### config.mk
export PLATFORM = sky130hd
export DESIGN_NAME = encoder_param_ctrl
export DESIGN_NICKNAME = d
export VERILOG_FILES = /design/src/rtl/encoder_param_ctrl.sv
export SDC_FILE = /design/constraint.sdc
export NUM_CORES = 1
export LEC_CHECK = 0
export ABC_CLOCK_PERIOD_IN_PS = 2700
export BUFFER_PORTS_ARGS = -buffer_cell sky130_fd_sc_hd__buf_2
export CAP_MARGIN = 10
export CORE_MARGIN = 4
export CORE_UTILIZATION = 50
export CTS_BUF_LIST = sky130_fd_sc_hd__clkbuf_4 sky130_fd_sc_hd__clkbuf_8 sky130_fd_sc_hd__clkbuf_16
export DETAILED_ROUTE_END_ITERATION = 8
export PLACE_DENSITY_LB_ADDON = 0.08
export SLEW_MARGIN = 15
export SYNTH_ARGS = -nofsm -noshare
export SYNTH_HDL_FRONTEND = slang
export SYNTH_SLANG_ARGS = --single-unit
### constraint.sdc
create_clock -name clk -period 2.7 [get_ports clk]
set_clock_uncertainty 0.1 [all_clocks]
set_input_delay 0.135 -clock clk [delete_from_list [all_inputs] [get_ports clk]]
set_output_delay 0.135 -clock clk [all_outputs]
set_load 0.1 [all_outputs]
### src/rtl/encoder_param_ctrl.sv
// Front-panel controller: quadrature encoder and push button edit three
// generator parameters, and each changed parameter is committed over cfg_*.
module encoder_param_ctrl #(
    parameter int DEBOUNCE_CYCLES = 50000,
    parameter int FREQ_MAX        = 255,
    parameter int AMP_MAX         = 100,
    parameter int WAVE_COUNT      = 4
) (
    input  logic       clk,
    input  logic       rst,
    input  logic       enc_a,
    input  logic       enc_b,
    input  logic       btn,
    input  logic       cfg_ready,
    output logic [1:0] field_sel,
    output logic [7:0] freq_val,
    output logic [7:0] amp_val,
    output logic [1:0] wave_val,
    output logic       cfg_valid,
    output logic [1:0] cfg_addr,
    output logic [7:0] cfg_data,
    output logic       enc_err
);

    localparam int CNT_W = $clog2(DEBOUNCE_CYCLES + 1);

    localparam logic [0:0] S_IDLE = 1'b0;
    localparam logic [0:0] S_SEND = 1'b1;

    logic [1:0]       a_sync;
    logic [1:0]       b_sync;
    logic [1:0]       btn_sync;
    logic [1:0]       enc_prev;
    logic [1:0]       enc_cur;
    logic [CNT_W-1:0] db_cnt;
    logic             btn_stable;
    logic             db_done;
    logic             press;
    logic             step_up;
    logic             step_dn;
    logic             illegal;
    logic [2:0]       dirty;
    logic [2:0]       dirty_set;
    logic [2:0]       dirty_clr;
    logic [0:0]       state;
    logic [7:0]       freq_nxt;
    logic [7:0]       amp_nxt;
    logic [1:0]       wave_nxt;
    logic [1:0]       pick_idx;
    logic [7:0]       pick_data;

    assign enc_cur = {a_sync[1], b_sync[1]};
    assign step_up = (enc_prev == 2'b00) && (enc_cur == 2'b01);
    assign step_dn = (enc_prev == 2'b00) && (enc_cur == 2'b10);
    assign illegal = (enc_prev ^ enc_cur) == 2'b11;

    assign db_done = (btn_sync[1] != btn_stable) &&
                     (db_cnt == CNT_W'(DEBOUNCE_CYCLES - 1));
    assign press   = db_done && btn_sync[1];

    // Saturating/wrapping step on the selected field; blocked steps stay clean.
    always_comb begin
        freq_nxt  = freq_val;
        amp_nxt   = amp_val;
        wave_nxt  = wave_val;
        dirty_set = 3'b000;
        unique case (1'b1)
            (field_sel == 2'd0): begin
                if (step_up && freq_val < 8'(FREQ_MAX)) begin
                    freq_nxt     = freq_val + 8'd1;
                    dirty_set[0] = 1'b1;
                end else if (step_dn && freq_val != 8'd0) begin
                    freq_nxt     = freq_val - 8'd1;
                    dirty_set[0] = 1'b1;
                end
            end
            (field_sel == 2'd1): begin
                if (step_up && amp_val < 8'(AMP_MAX)) begin
                    amp_nxt      = amp_val + 8'd1;
                    dirty_set[1] = 1'b1;
                end else if (step_dn && amp_val != 8'd0) begin
                    amp_nxt      = amp_val - 8'd1;
                    dirty_set[1] = 1'b1;
                end
            end
            (field_sel == 2'd2): begin
                if (step_up) begin
                    wave_nxt = (wave_val == 2'(WAVE_COUNT - 1)) ?
                               2'd0 : wave_val + 2'd1;
                    dirty_set[2] = 1'b1;
                end else if (step_dn) begin
                    wave_nxt = (wave_val == 2'd0) ?
                               2'(WAVE_COUNT - 1) : wave_val - 2'd1;
                    dirty_set[2] = 1'b1;
                end
            end
            default: ;
        endcase
    end

    always_comb begin
        pick_idx  = 2'd2;
        pick_data = {6'd0, wave_val};
        if (dirty[0]) begin
            pick_idx  = 2'd0;
            pick_data = freq_val;
        end else if (dirty[1]) begin
            pick_idx  = 2'd1;
            pick_data = amp_val;
        end
        dirty_clr = 3'b000;
        if (state == S_IDLE && dirty != 3'b000) begin
            dirty_clr[pick_idx] = 1'b1;
        end
    end

    always_ff @(posedge clk) begin
        if (rst) begin
            a_sync     <= 2'b00;
            b_sync     <= 2'b00;
            btn_sync   <= 2'b00;
            enc_prev   <= 2'b00;
            enc_err    <= 1'b0;
            db_cnt     <= '0;
            btn_stable <= 1'b0;
            field_sel  <= 2'd0;
            freq_val   <= 8'd0;
            amp_val    <= 8'd0;
            wave_val   <= 2'd0;
            dirty      <= 3'b000;
            state      <= S_IDLE;
            cfg_valid  <= 1'b0;
            cfg_addr   <= 2'd0;
            cfg_data   <= 8'd0;
        end else begin
            a_sync   <= {a_sync[0], enc_a};
            b_sync   <= {b_sync[0], enc_b};
            btn_sync <= {btn_sync[0], btn};
            enc_prev <= enc_cur;
            enc_err  <= illegal;

            if (btn_sync[1] == btn_stable || db_done) begin
                db_cnt <= '0;
            end else begin
                db_cnt <= db_cnt + CNT_W'(1);
            end
            if (db_done) begin
                btn_stable <= btn_sync[1];
            end

            freq_val <= freq_nxt;
            amp_val  <= amp_nxt;
            wave_val <= wave_nxt;
            if (press) begin
                field_sel <= (field_sel == 2'd2) ? 2'd0 : field_sel + 2'd1;
            end

            // A new change wins over the launch clearing the same bit.
            dirty <= (dirty & ~dirty_clr) | dirty_set;

            case (state)
                S_IDLE: begin
                    if (dirty != 3'b000) begin
                        cfg_addr  <= pick_idx;
                        cfg_data  <= pick_data;
                        cfg_valid <= 1'b1;
                        state     <= S_SEND;
                    end
                end
                default: begin
                    if (cfg_ready) begin
                        cfg_valid <= 1'b0;
                        state     <= S_IDLE;
                    end
                end
            endcase
        end
    end

endmodule

Word-level counts from Yosys, hierarchy flattened. Cells that the tools add are included. Widths: inputs -> output; s select.

Shift-type cells: 0. Multiply operators: 0. Bitwise gates (word level): 5. Add/sub/neg operators: 8. Divide/modulo/power cells: 0. Equality and inequality tests: 10. Magnitude comparators: 4. Reductions and logical operators: 27. Multiplexer cells: 31.

Operator list (count): $mux 8 (6); $add 16x1->16 const B (1); $add 8x1->8 const B (2); $eq 16x16->1 const B (1); $mux 1 (16); $reduce_bool 8->1 (2); $sub 8x1->8 const B (2); $mux 2 (7); $logic_and 1x1->1 (10); $reduce_and 2->1 (5); $eq 2x2->1 const B (4); $lt 8x7->1 const B (1); $lt 8x8->1 const B (1); $reduce_bool 2->1 (4); $logic_not 2->1 (3); $add 2x1->2 const B (2); $eq 2x1->1 const B (2); $and 3x3->3 (1); $lt 2x3->1 const B (1); $mux 3 (1); $not 3->3 (1); $or 3x3->3 (1); $reduce_bool 3->1 (1); $demux 1 s2 (1); other kinds (9) (9).

Memory bits (writable): 0. Bits in registers: 61. Word-level logic and storage cells: 101. Output and inout port bits: 32. Bits in latches: 0. Memories: 0. ROM bits: 0.

Longest topological paths before layout.
Word-level depth: 10. Mapped depth: 9. Depth with buffers taken out: 9.

Worst setup path after synthesis. Ideal clock, no wire load.

Path kind: register to register. From: register freq_val[0]. To: register freq_val[7]. Data arrival time: 2950 ps. Setup time: 123 ps. Stages on the path, launching flop included: 10. Path buffers: 0. Period minus slack after synthesis: 3173 ps. Slack: -473 ps. Path through: dfxtp_1 > nand4_1 > o21a_1 > inv_1 > ha_1 > a211oi_1 > o21ai_1 > a31oi_1 > mux2i_1 > mux2_1.

Cells in the longest elaborated chain, start to end: 4. Elaborated cells between the ends (all ways): 10. Those cells by class: add/sub: 2; order compare: 1; mux: 2; reduce/logical: 5.

Ends and longest elaborated chain: start: declaration (RTL line 16) `output logic [7:0] freq_val,`; start signal: assignment (RTL line 151) `freq_val <= freq_nxt;`; $lt 8x8->1 / $reduce_bool 8->1 (equally long branches) (RTL line 69, 72); $logic_and 1x1->1, on equally long branches (RTL line 69, 72); $reduce_bool 2->1 (no line); $reduce_and 2->1 (no line).

Several ways; a longest one is shown, not always the timed one. The select of a mux whose other input is x is not followed. A chain may end at the register's enable or synchronous reset.

Worst setup path after layout.
From: register enc_prev[1]. To: register freq_val[7].

Cells in the longest elaborated chain, start to end: 5. Elaborated cells between the ends (all ways): 8. Those cells by class: mux: 1; reduce/logical: 7.

Ends and longest elaborated chain: start: declaration (RTL line 33) `logic [1:0] enc_prev;`; start signal: assignment (RTL line 139) `enc_prev <= enc_cur;`; $logic_not 2->1 * (RTL line 53, 54); $logic_and 1x1->1, on equally long branches (RTL line 53, 54); $logic_and 1x1->1, on equally long branches (RTL line 69, 72); $reduce_bool 2->1 (no line); $reduce_and 2->1 (no line).

Mark *: on every way between the ends. The rest lies on a longest branch, timed or not.

==> summary.txt <==
Route
  – Vias per std cell: 5.40
  – First DRT Iteration DRCs: 139
  – DRT Wirelength: 6920 microns
  – Average routed wire per standard cell: 14.3 microns
  – Total number of vias: 2618
  – Number of DRC violations after detailed routing: 0
  – Post-DRT Antenna Nets: 0
  – Pre-antenna DRT Iters: 4

Floorplanning
  – Core region area: 0.00596 sq mm
  – Effective utilization at floorplan: 0.517
  – Num ports: 38
  – Overall die area: 0.00748 sq mm
  – Die extent in y: 86.5 microns
  – Overall die width: 86.5 microns
  – Number of rows in the core area: 28

Power
  – Final Total Pwr: 2.28 mW
  – Leak Pwr: 1.60 nW
  – Largest voltage drop on the vdd net: 0.413 mV
  – Total power density per cell area: 592 mW/mm^2

Timing
  – Sum Neg Setup Slack: 0 ps
  – Post-route fraction of the period consumed by the critical path: 0.973
  – Highest achievable clock rate: 381 MHz
  – Number of hold violations in the final report: 0
  – Fin. max-slew vios: 0
  – Slew at the pin with the worst max-slew slack: 496 ps
  – Slew Limit Headroom: 0.672
  – Final setup violation count: 0
  – Worst hold slack: 111 ps
  – RSZ-0062 raised after global routing: true
  – Setup WS post-layout: 72.2 ps
  – Min Tclk post-route: 2630 ps

Clock tree
  – Clock sink count: 61
  – Clock slew seen by the registers of the worst setup and hold paths: 70 ps
  – Clock buffer count from CTS: 9
  – Clk root buf: clkbuf_8
  – Maximum level of the CTS H-tree: 3
  – CTS tree: built
  – Clk Latency, worst-skew pair: 340 ps
  – Clock buffer depth: 2

Placed design
  – Post-detailed-placement cell area: 0.00346 sq mm
  – Number of buffers added on ports: 37
  – Gpl congestion: 0.833
  – HPWL Detailed: 4850 microns
  – Post-Place Worst Slack: -4.87 ps
  – Placed instance count: 460

Finish
  – Fraction of the core area covered by cells at the end of the flow: 0.647
  – Design Area, Final: 0.00385 sq mm
  – Fraction of final layout cells sized beyond drive strength 1: 0.263
  – # fillers: 507
  – Final net count: 428
  – Antenna diodes: 0
  – Storage element area: 0.00127 sq mm
  – Area occupied by multi-input gates: 0.00190 sq mm
  – Non-filler cells in the finished layout: 485
  – Area added between synthesis and finish: 25.1%

Synth
  – Portion of the post-synthesis area used by sequential elements: 0.397
  – Post-Syn Nets: 368
  – Warnings from Yosys: 0
  – Synth Flop Type: dfxtp_1
  – Distinct cell type count of the synthesized netlist: 48
  – Count of state elements after synthesis: 61
  – Number of flops mapped to enable cells by yosys: 0
  – Gate count after technology mapping: 345
  – Average cell area after synthesis: 8.93 sq um
  – Netlist Area Pre-Place: 0.00308 sq mm
  – Fraction of synthesis flops using an asynchronous set or reset pin: 0

Outcome
  – Run status: complete, no violations

Global routing
  – Maximum number of pins on one net before global-route repair: 25
  – Gr usage total: 0.192
  – Initial antenna violation count: 0
  – First-pass GRT wire length: 11400 microns
  – Total grt overflow: 0
  – Vias in the first global route: 2360

Min path
  – Worst min path class: input port to flop

Worst setup path
  – Critical Setup Path Class: flop to flop
  – Highest fanout seen on the critical path: 6
  – Startpoint Class: flop
  – Arrival time reported for the critical path endpoint: 2750 ps
  – Critical path required time: 2820 ps
  – Element type at the critical path end: flop

Run
  – Max Cap Violations: 0
==> per-layer routing <==
metal  vias up  GRT usage  wire (microns)
li1       1339          -               -
met1      1211      0.281            3450
met2        56      0.268            3000
met3        12     0.0437             350
met4         0     0.0836             120
met5         -          0               0
==> registers in the layout (all words and copies together), names as in the netlist <==
| register | cells |
|---|---|
| state | 1 |
| cfg_addr | 2 |
| freq_val | 8 |
| amp_val | 8 |
| wave_val | 2 |
| enc_prev | 2 |
| cfg_valid | 1 |
| db_cnt | 16 |
| a_sync | 2 |
| field_sel | 2 |
| cfg_data | 8 |
| enc_err | 1 |
| btn_stable | 1 |
| b_sync | 2 |
| btn_sync | 2 |
| dirty | 3 |
==> cells in the final DEF (no fill, tap or decap), types with 7 or more instances in the layout <==
cell	count
xnor2_1	15
mux2i_1	15
clkbuf_8	9
dfxtp_4	12
xor2_1	14
buf_4	20
nor2_1	58
nor2b_1	13
buf_2	37
a21o_1	7
a21oi_1	22
nand2_1	23
o21ai_1	8
dfxtp_1	44
ha_1	8
a211oi_1	7
==> logic make-up (layout without fill, tap and decap cells) <==
logic type / Yosys count / in the layout / share of synthesized area
AOI/OAI and AO/OA: 70 / 70 / 0.145
and+or+nand+nor: 135 / 135 / 0.221
buffers and inverters: 16 / 81 / 0.0248
xor gates and xnor gates: 29 / 29 / 0.0825
adders and majority gates: 17 / 17 / 0.0740
DFF: 61 / 61 / 0.397
muxes: 17 / 17 / 0.0561
==> critical path, cell delays in order, from the launching register on <==
cell and delay, ps:
dfxtp_4 360, nor4b_4 390, o21a_1 270, inv_4 100, ha_4 220, a211oi_2 160
o21ai_1 120, a31oi_1 220, mux2i_1 220, mux2_1 340
==> final cells by class <==
cell class	instances	share of cell area
Tap cell	75	0.0244
Inverter	4	0.00455
Timing Repair Buffer	61	0.0975
Clock buffer	12	0.0380
Clock inverter	4	0.0127
Multi-Input combinational cell	268	0.493
Sequential cell	61	0.330
==> where the power goes <==
group | total, mW | internal (mW) | switching, mW
logic | 0.500 | 0.177 | 0.323
registers | 0.977 | 0.931 | 0.0459
clock network | 0.803 | 0.456 | 0.347
total | 2.28 | 1.56 | 0.716
==> worst paths after layout <==
check / startpoint / end / slack [ps] / cells after the start
max reg2reg: enc_prev[1]$_SDFF_PP0_ / freq_val[7]$_SDFFE_PP0P_ / 70 / 9
min reg2reg: b_sync[0]$_SDFF_PP0_ / b_sync[1]$_SDFF_PP0_ / 340 / 1
max: enc_prev[1]$_SDFF_PP0_ / freq_val[7]$_SDFFE_PP0P_ / 70 / 9
min: rst / amp_val[2]$_SDFFE_PP0P_ / 110 / 2
==> cells in the mapped netlist (3+ instances only) <==
cell type	instances	area [sq um]
o21a_1	3	22.5
a21o_1	7	52.6
ha_1	15	188
dfxtp_1	61	1220
nor4_1	4	25.0
nor2_1	58	218
o211ai_1	3	22.5
and4_1	3	26.3
and3_1	4	25.0
or4_1	4	30.0
a211oi_1	10	75.1
a21oi_1	23	115
nand2_1	23	86.3
mux2i_1	15	150
clkbuf_1	8	30.0
nor2b_1	13	81.3
inv_1	4	15.0
xnor2_1	15	131
nand4_1	4	25.0
xor2_1	14	123
o21ai_0	6	30.0
o21ai_1	8	40.0
nand3_1	6	30.0
==> what timing repair did <==
item / 4_1_cts / 5_1_grt
hold endpoints to repair: 4 / 0
setup endpoints to repair: 1 / 4
buffers inserted: 1 / 4
resized for setup: 0 / 18
hold buffers: 4 / 0
pin swaps: 2 / 7
No activity file was read; power rests on OpenSTA's default activity.
